### src/rtl/dt_pkg.sv
// Shared types and constants for the DataTransfer command sequencer.
package dt_pkg;

  localparam int unsigned AW_DEF = 5;
  localparam int unsigned DW_DEF = 8;
  localparam int unsigned OP_W   = 3;
  localparam int unsigned CNT_W  = 8;

  typedef enum logic [OP_W-1:0] {
    OP_NOP    = 3'd0,
    OP_WRITE  = 3'd1,
    OP_LOAD_A = 3'd2,
    OP_LOAD_B = 3'd3,
    OP_MOV_AB = 3'd4,
    OP_MOV_BA = 3'd5
  } op_e;

  typedef enum logic [1:0] {
    ST_IDLE  = 2'd0,
    ST_SETUP = 2'd1,
    ST_EXEC  = 2'd2
  } state_e;

  // Opcodes that move data and therefore count as completed transfers.
  function automatic logic op_is_xfer(input logic [OP_W-1:0] op);
    return (op >= OP_W'(OP_WRITE)) && (op <= OP_W'(OP_MOV_BA));
  endfunction

  function automatic logic op_is_illegal(input logic [OP_W-1:0] op);
    return op > OP_W'(OP_MOV_BA);
  endfunction

endpackage

### src/rtl/dt_ctrl_if.sv
// Command handshake plus DataTransfer control strobes.
interface dt_ctrl_if
  import dt_pkg::*;
#(
  parameter int unsigned AW = AW_DEF,
  parameter int unsigned DW = DW_DEF
);
  logic             cmd_valid;
  logic             cmd_ready;
  logic [OP_W-1:0]  cmd_op;
  logic [AW-1:0]    cmd_addr;
  logic [DW-1:0]    cmd_data;
  logic             FR_W;
  logic [AW-1:0]    FR_WADDR;
  logic [DW-1:0]    FR_WDATA;
  logic [AW-1:0]    DataA;
  logic [AW-1:0]    DataB;
  logic             SEL_A;
  logic             SEL_B;
  logic             LD_A;
  logic             LD_B;
  logic             OEA;
  logic             OEB;
  logic             done;
  logic             err;
  logic             err_sticky;
  logic [CNT_W-1:0] xfer_cnt;

  modport master (
    output cmd_valid, cmd_op, cmd_addr, cmd_data,
    input  cmd_ready, FR_W, FR_WADDR, FR_WDATA, DataA, DataB, SEL_A, SEL_B,
           LD_A, LD_B, OEA, OEB, done, err, err_sticky, xfer_cnt
  );

  modport slave (
    input  cmd_valid, cmd_op, cmd_addr, cmd_data,
    output cmd_ready, FR_W, FR_WADDR, FR_WDATA, DataA, DataB, SEL_A, SEL_B,
           LD_A, LD_B, OEA, OEB, done, err, err_sticky, xfer_cnt
  );
endinterface

### src/rtl/dt_ctrl.sv
// Sequences one command at a time through SETUP/EXEC and drives registered
// DataTransfer strobes; OEA/OEB are never both high.
module dt_ctrl
  import dt_pkg::*;
#(
  parameter int unsigned AW = AW_DEF,
  parameter int unsigned DW = DW_DEF
) (
  input logic       clk,
  input logic       rst,
  dt_ctrl_if.slave  bus
);

  state_e           r_state, w_state_nxt;
  logic [OP_W-1:0]  r_op, w_op_nxt;
  logic [AW-1:0]    r_waddr, w_waddr_nxt, r_da, w_da_nxt, r_db, w_db_nxt;
  logic [DW-1:0]    r_wdata, w_wdata_nxt;
  logic             r_sela, w_sela_nxt, r_selb, w_selb_nxt;
  logic             r_fr_w, w_fr_w_nxt, r_ld_a, w_ld_a_nxt, r_ld_b, w_ld_b_nxt;
  logic             r_oea, w_oea_nxt, r_oeb, w_oeb_nxt;
  logic             r_done, w_done_nxt, r_err, w_err_nxt, r_sticky, w_sticky_nxt;
  logic [CNT_W-1:0] r_cnt, w_cnt_nxt;

  // Next state and next registered outputs; SETUP values are computed at accept.
  always_comb begin
    w_state_nxt  = r_state;
    w_op_nxt     = r_op;
    w_waddr_nxt  = r_waddr;
    w_wdata_nxt  = r_wdata;
    w_da_nxt     = r_da;
    w_db_nxt     = r_db;
    w_sela_nxt   = r_sela;
    w_selb_nxt   = r_selb;
    w_fr_w_nxt   = 1'b0;
    w_ld_a_nxt   = 1'b0;
    w_ld_b_nxt   = 1'b0;
    w_oea_nxt    = 1'b0;
    w_oeb_nxt    = 1'b0;
    w_done_nxt   = 1'b0;
    w_err_nxt    = 1'b0;
    w_sticky_nxt = r_sticky;
    w_cnt_nxt    = r_cnt;

    case (r_state)
      ST_IDLE: begin
        if (bus.cmd_valid) begin
          w_state_nxt = ST_SETUP;
          w_op_nxt    = bus.cmd_op;
          case (bus.cmd_op)
            OP_WRITE: begin
              w_waddr_nxt = bus.cmd_addr;
              w_wdata_nxt = bus.cmd_data;
            end
            OP_LOAD_A: begin
              w_da_nxt   = bus.cmd_addr;
              w_sela_nxt = 1'b1;
            end
            OP_LOAD_B: begin
              w_db_nxt   = bus.cmd_addr;
              w_selb_nxt = 1'b1;
            end
            OP_MOV_AB: begin
              w_oea_nxt  = 1'b1;
              w_selb_nxt = 1'b0;
            end
            OP_MOV_BA: begin
              w_oeb_nxt  = 1'b1;
              w_sela_nxt = 1'b0;
            end
            default: ;
          endcase
        end
      end
      ST_SETUP: begin
        w_state_nxt = ST_EXEC;
        w_oea_nxt   = r_oea;
        w_oeb_nxt   = r_oeb;
        w_done_nxt  = 1'b1;
        w_err_nxt   = op_is_illegal(r_op);
        case (r_op)
          OP_WRITE:  w_fr_w_nxt = 1'b1;
          OP_LOAD_A: w_ld_a_nxt = 1'b1;
          OP_LOAD_B: w_ld_b_nxt = 1'b1;
          OP_MOV_AB: w_ld_b_nxt = 1'b1;
          OP_MOV_BA: w_ld_a_nxt = 1'b1;
          default: ;
        endcase
      end
      ST_EXEC: begin
        w_state_nxt = ST_IDLE;
        if (op_is_xfer(r_op)) begin
          w_cnt_nxt = r_cnt + CNT_W'(1);
        end
        if (op_is_illegal(r_op)) begin
          w_sticky_nxt = 1'b1;
        end
      end
      default: w_state_nxt = ST_IDLE;
    endcase
  end

  always_ff @(posedge clk) begin
    if (rst) begin
      r_state  <= ST_IDLE;
      r_op     <= '0;
      r_waddr  <= '0;
      r_wdata  <= '0;
      r_da     <= '0;
      r_db     <= '0;
      r_sela   <= 1'b0;
      r_selb   <= 1'b0;
      r_fr_w   <= 1'b0;
      r_ld_a   <= 1'b0;
      r_ld_b   <= 1'b0;
      r_oea    <= 1'b0;
      r_oeb    <= 1'b0;
      r_done   <= 1'b0;
      r_err    <= 1'b0;
      r_sticky <= 1'b0;
      r_cnt    <= '0;
    end else begin
      r_state  <= w_state_nxt;
      r_op     <= w_op_nxt;
      r_waddr  <= w_waddr_nxt;
      r_wdata  <= w_wdata_nxt;
      r_da     <= w_da_nxt;
      r_db     <= w_db_nxt;
      r_sela   <= w_sela_nxt;
      r_selb   <= w_selb_nxt;
      r_fr_w   <= w_fr_w_nxt;
      r_ld_a   <= w_ld_a_nxt;
      r_ld_b   <= w_ld_b_nxt;
      r_oea    <= w_oea_nxt;
      r_oeb    <= w_oeb_nxt;
      r_done   <= w_done_nxt;
      r_err    <= w_err_nxt;
      r_sticky <= w_sticky_nxt;
      r_cnt    <= w_cnt_nxt;
    end
  end

  assign bus.cmd_ready  = (r_state == ST_IDLE);
  assign bus.FR_W       = r_fr_w;
  assign bus.FR_WADDR   = r_waddr;
  assign bus.FR_WDATA   = r_wdata;
  assign bus.DataA      = r_da;
  assign bus.DataB      = r_db;
  assign bus.SEL_A      = r_sela;
  assign bus.SEL_B      = r_selb;
  assign bus.LD_A       = r_ld_a;
  assign bus.LD_B       = r_ld_b;
  assign bus.OEA        = r_oea;
  assign bus.OEB        = r_oeb;
  assign bus.done       = r_done;
  assign bus.err        = r_err;
  assign bus.err_sticky = r_sticky;
  assign bus.xfer_cnt   = r_cnt;

endmodule

### src/flat_wrapper.sv
// flat-port wrapper written by rule: the top's interface ports become plain ports
module dt_ctrl_flat import dt_pkg::*;
#(
  parameter int unsigned AW = AW_DEF,
  parameter int unsigned DW = DW_DEF
)
  (clk, rst, bus_cmd_valid, bus_cmd_op, bus_cmd_addr, bus_cmd_data, bus_cmd_ready, bus_FR_W, bus_FR_WADDR, bus_FR_WDATA, bus_DataA, bus_DataB, bus_SEL_A, bus_SEL_B, bus_LD_A, bus_LD_B, bus_OEA, bus_OEB, bus_done, bus_err, bus_err_sticky, bus_xfer_cnt);
  dt_ctrl_if #(.AW(AW), .DW(DW)) bus_i ();
  input logic clk;
  input logic rst;
  input wire logic [$bits(bus_i.cmd_valid)-1:0] bus_cmd_valid;
  input wire logic [$bits(bus_i.cmd_op)-1:0] bus_cmd_op;
  input wire logic [$bits(bus_i.cmd_addr)-1:0] bus_cmd_addr;
  input wire logic [$bits(bus_i.cmd_data)-1:0] bus_cmd_data;
  output wire logic [$bits(bus_i.cmd_ready)-1:0] bus_cmd_ready;
  output wire logic [$bits(bus_i.FR_W)-1:0] bus_FR_W;
  output wire logic [$bits(bus_i.FR_WADDR)-1:0] bus_FR_WADDR;
  output wire logic [$bits(bus_i.FR_WDATA)-1:0] bus_FR_WDATA;
  output wire logic [$bits(bus_i.DataA)-1:0] bus_DataA;
  output wire logic [$bits(bus_i.DataB)-1:0] bus_DataB;
  output wire logic [$bits(bus_i.SEL_A)-1:0] bus_SEL_A;
  output wire logic [$bits(bus_i.SEL_B)-1:0] bus_SEL_B;
  output wire logic [$bits(bus_i.LD_A)-1:0] bus_LD_A;
  output wire logic [$bits(bus_i.LD_B)-1:0] bus_LD_B;
  output wire logic [$bits(bus_i.OEA)-1:0] bus_OEA;
  output wire logic [$bits(bus_i.OEB)-1:0] bus_OEB;
  output wire logic [$bits(bus_i.done)-1:0] bus_done;
  output wire logic [$bits(bus_i.err)-1:0] bus_err;
  output wire logic [$bits(bus_i.err_sticky)-1:0] bus_err_sticky;
  output wire logic [$bits(bus_i.xfer_cnt)-1:0] bus_xfer_cnt;
  assign bus_i.cmd_valid = bus_cmd_valid;
  assign bus_i.cmd_op = bus_cmd_op;
  assign bus_i.cmd_addr = bus_cmd_addr;
  assign bus_i.cmd_data = bus_cmd_data;
  assign bus_cmd_ready = bus_i.cmd_ready;
  assign bus_FR_W = bus_i.FR_W;
  assign bus_FR_WADDR = bus_i.FR_WADDR;
  assign bus_FR_WDATA = bus_i.FR_WDATA;
  assign bus_DataA = bus_i.DataA;
  assign bus_DataB = bus_i.DataB;
  assign bus_SEL_A = bus_i.SEL_A;
  assign bus_SEL_B = bus_i.SEL_B;
  assign bus_LD_A = bus_i.LD_A;
  assign bus_LD_B = bus_i.LD_B;
  assign bus_OEA = bus_i.OEA;
  assign bus_OEB = bus_i.OEB;
  assign bus_done = bus_i.done;
  assign bus_err = bus_i.err;
  assign bus_err_sticky = bus_i.err_sticky;
  assign bus_xfer_cnt = bus_i.xfer_cnt;
  dt_ctrl #(.AW(AW), .DW(DW)) u_core (.clk(clk), .rst(rst), .bus(bus_i));
endmodule
### config.mk
export PLATFORM = sky130hd
export DESIGN_NAME = dt_ctrl_flat
export DESIGN_NICKNAME = d
export VERILOG_FILES = /design/src/rtl/dt_pkg.sv /design/src/rtl/dt_ctrl_if.sv /design/src/rtl/dt_ctrl.sv /design/src/flat_wrapper.sv
export SDC_FILE = /design/constraint.sdc
export NUM_CORES = 1
export LEC_CHECK = 0
export ABC_CLOCK_PERIOD_IN_PS = 1500
export CAP_MARGIN = 15
export CORE_AREA = 5 5 73 75
export CTS_CLUSTER_DIAMETER = 100
export CTS_CLUSTER_SIZE = 30
export DETAILED_ROUTE_END_ITERATION = 6
export DIE_AREA = 0 0 78 80
export PLACE_DENSITY = 0.73
export SLEW_MARGIN = 25
export SYNTH_ARGS = -nofsm -noshare
export SYNTH_HDL_FRONTEND = slang
export SYNTH_SLANG_ARGS = --single-unit
### constraint.sdc
create_clock -name clk -period 1.5 [get_ports clk]
set_input_delay 0.375 -clock clk [delete_from_list [all_inputs] [get_ports clk]]
set_output_delay 0.375 -clock clk [all_outputs]
set_load 0.02 [all_outputs]
==> results.md <==
* RR Startpoint: u_core.r_op[1]
* CTS tree: built
* Vias at between 1000 and 1500
* Slowest cell on the critical path: or3_4
* Shortest period the worst path allows at between 1000 and 1500 ps
* CTS buffer count at 5
* Met2 Use GR at between 20 and 25%
* Clock power frac at about a third
* Yosys warnings at 0
* # DRC at 0
* Number of port buffers at 60
* Synth Instances at 179
* Vias/cell at 4.74
* Cell Count Post-Placement at between 300 and 400
* Final Non-Filler Cells at between 300 and 400
* Commonest non-fill, non-tap cell in the layout: dfxtp_1
* Crit end category: register
* Setup bufs post-CTS at 0
* CP startpoint: u_core.r_op[1]
* Cell-internal power at 1.70 mW
* Final #Nets at 273
* Worst-Margin Slew at approximately 300 ps
* Crit path largest cell delay at roughly 400 ps
* Pwr dens at a little under 900 mW/mm^2
* WP data required at 1690 ps
* Synth Area per Inst at between 9 and 10 sq um
* Overall power at between 2 and 2.5 mW
* Clock Skew at a little under 9 ps
* Rows at 25
* Min-Delay Path Class: register to register
* Clock root cell: clkbuf_8
* First-pass iteration count of the detailed router at 4
* Kind of critical path: register to register
* GRT Util Overall at approximately an eighth
* Die H at roughly 80 um
* Starting DRT DRC Count at 46
* Synth-to-Final Area Change at 45.1%
* Leak pwr at about 1.3 nW
* Synthesized flop and latch total at 46
* Mapped Nets at 199
* GP Congestion at 0.754
* Register area share after synthesis at between 50% and 60%
* Relative slew slack at between 70% and 80%
* Seq pwr share at a little under three fifths
* Switching share of power at between 20% and 30%
* H-tree levels at 2
* Hold Vio Cnt, Final at 0
* Core area at ~0.0046 sq mm
* CP Max Fanout at 4
* Initial antenna violation count at 0
* Ant diodes at 0
* Fmax at approximately 710 MHz
* Layout cell share with drive strength beyond 1 at approximately 15%
* GR Util met3 at roughly 4.2%
* RSZ-0062 raised after global routing: false
* Clk buf depth at 2
* Cell Chain, Critical Path: or3_4, and3_4, nand4_1, mux2_4
* Total wire length at between 3000 and 4000 um
* WL/cell at 12.4 um
* Final worst slack at about 85 ps
* Worst hold start: u_core.bus.err_sticky
* Initial Utilization at 38.4%
* Reg clk slew, reported paths at around 90 ps
* Global-route wire length before repair at 6610 um
* Arrival @ worst endpoint at around 1600 ps
* IO Pins at 61
* Finished Cell Area at roughly 0.0026 sq mm
* Placed inst area at approximately 0.0025 sq mm
* GR Layer Usage met1 at ~15%
* Post-DP HPWL at 2900 um
* Number of distinct library cells after synthesis at 32
* DIE WIDTH at 78 um
* CTS sink cnt at between 40 and 50
* Die area at ~0.0062 sq mm
* VDD IR-drop max at between 500 and 600 uV
* Pre-CTS worst setup slack at -451 ps
* Slew Viols, Final at 0
* Clk_lat worst skew at around 300 ps
* Vias in the first global route at approximately 1400
* Congestion Overflow GR at 0
* Status: finished clean
* Most frequent cells in the layout: 44 x dfxtp_1, 43 x dlygate4sd2_1, 36 x nor2_1, 24 x mux2i_1, 17 x buf_4
* Net Sw Power at between 0.5 and 0.6 mW
* Max-cap check violation count at 0
* Period utilization at a little over nine tenths
* Largest net degree at the start of global routing at 32
* CP startpoint kind: register
* Combinational power share at between 10% and 20%
* Antenna viol nets, final at 0
* Gr busiest metal: met2
* Post-Syn Area at 0.00177 sq mm
* Setup Viol. Count Final at 0
* Fill cells at 454
[power by group through the flow]
stage	Clock, mW	Combinational (mW)	Sequential, mW
CTS	0.773	0.252	1.26
detailed placement	0	0.266	1.29
global placement	0	0.264	1.29
finish	0.748	0.247	1.26
global route	0.837	0.272	1.27
floorplan	0	0.106	1.31
[cell type report]
type | count | area [sq um] | share of cell area (%)
Clock buffer | 5 | 68.8 | 2.69
Clock inverter | 3 | 21.3 | 0.830
Inverter | 3 | 11.3 | 0.439
Multi-Input combinational cell | 120 | 798 | 31.2
Sequential cell | 46 | 926 | 36.1
Tap cell | 54 | 67.6 | 2.64
Timing Repair Buffer | 77 | 669 | 26.1
[state kept, by name, indices dropped and copies added (netlist names), 2 cells and up]
name and cells:
u_core.bus.FR_WADDR 5, u_core.bus.DataB 5, u_core.bus.FR_WDATA 8, u_core.r_state 2, u_core.bus.DataA 5, u_core.bus.xfer_cnt 8, u_core.r_op 3
[layer usage]
metal	share of wire, %	wire length (um)
met4	0.76	29
met2	50	1900
met5	0	0
met3	6.8	259
met1	43	1630
[through the flow]
| stage | hold WS, ps | utilization (%) | setup TNS, ps |
|---|---|---|---|
| 5_1_grt | 511 | 55.7 | 0 |
| 6_report | 475 | 55.7 | 0 |
| 2_1_floorplan | 459 | - | 0 |
| 3_5_place_dp | 468 | 55.0 | -10850 |
| 3_3_place_gp | 458 | 55.0 | -9720 |
| 4_1_cts | 484 | 55.9 | 0 |
[cell usage after synthesis]
master | count | area (sq um)
nor3b_1 | 1 | 7.51
and2b_2 | 1 | 8.76
nand3b_2 | 1 | 11.3
or3b_1 | 1 | 8.76
nor2b_1 | 1 | 6.26
xor2_1 | 3 | 26.3
mux2i_1 | 24 | 240
nor4b_1 | 1 | 8.76
ha_1 | 1 | 12.5
nand4_1 | 3 | 18.8
or3b_2 | 2 | 17.5
a31oi_1 | 2 | 12.5
clkbuf_1 | 5 | 18.8
nor4b_4 | 1 | 23.8
o21ai_0 | 3 | 15.0
buf_2 | 5 | 25.0
and3_4 | 1 | 11.3
a21oi_1 | 9 | 45.0
xnor2_1 | 1 | 8.76
inv_1 | 3 | 11.3
nand3_1 | 1 | 5.00
dfxtp_1 | 46 | 921
or3_4 | 1 | 11.3
nor2_1 | 36 | 135
mux2_2 | 1 | 11.3
nand3b_1 | 4 | 30.0
or3_1 | 3 | 18.8
nand4_2 | 1 | 12.5
a32o_1 | 1 | 10.0
and3_1 | 4 | 25.0
nand2b_1 | 1 | 6.26
nand2_1 | 11 | 41.3
[critical path: cells and delay by family (launching register included)]
family	cells	cell delay, ps
AND/OR/NAND/NOR	3	690
flip-flops	1	320
multiplexers	1	300
[kinds of logic (layout without fill, tap and decap cells)]
family                   Yosys count  after routing  synth area share (%)
AND/OR/NAND/NOR                   75             75                  23.1
flip-flops                        46             46                  52.2
multiplexers                      25             25                  14.2
AO/OA/AOI/OAI                     15             15                  4.68
buffers and inverters             13             88                  3.12
XOR/XNOR                           4              4                  1.98
adder cells (fa/ha/maj)            1              1                 0.709
[repair_timing]
item                                    in CTS  in global routing
hold buffers                                 0                  0
endpoints found under the setup margin      61                  5
pin swaps                                    2                  2
gates resized for setup                     47                  4
cloned                                       0                  0
[final timing paths]
path / end / slack (ps) / cells after the start
worst max-delay path: u_core.bus.xfer_cnt[6] / 80 / 4
worst min-delay path: u_core.bus.err_sticky / 480 / 2
worst max register to register: u_core.bus.xfer_cnt[6] / 80 / 4
worst min register to register: u_core.bus.err_sticky / 480 / 2
Power figures use the tool's default switching activity.
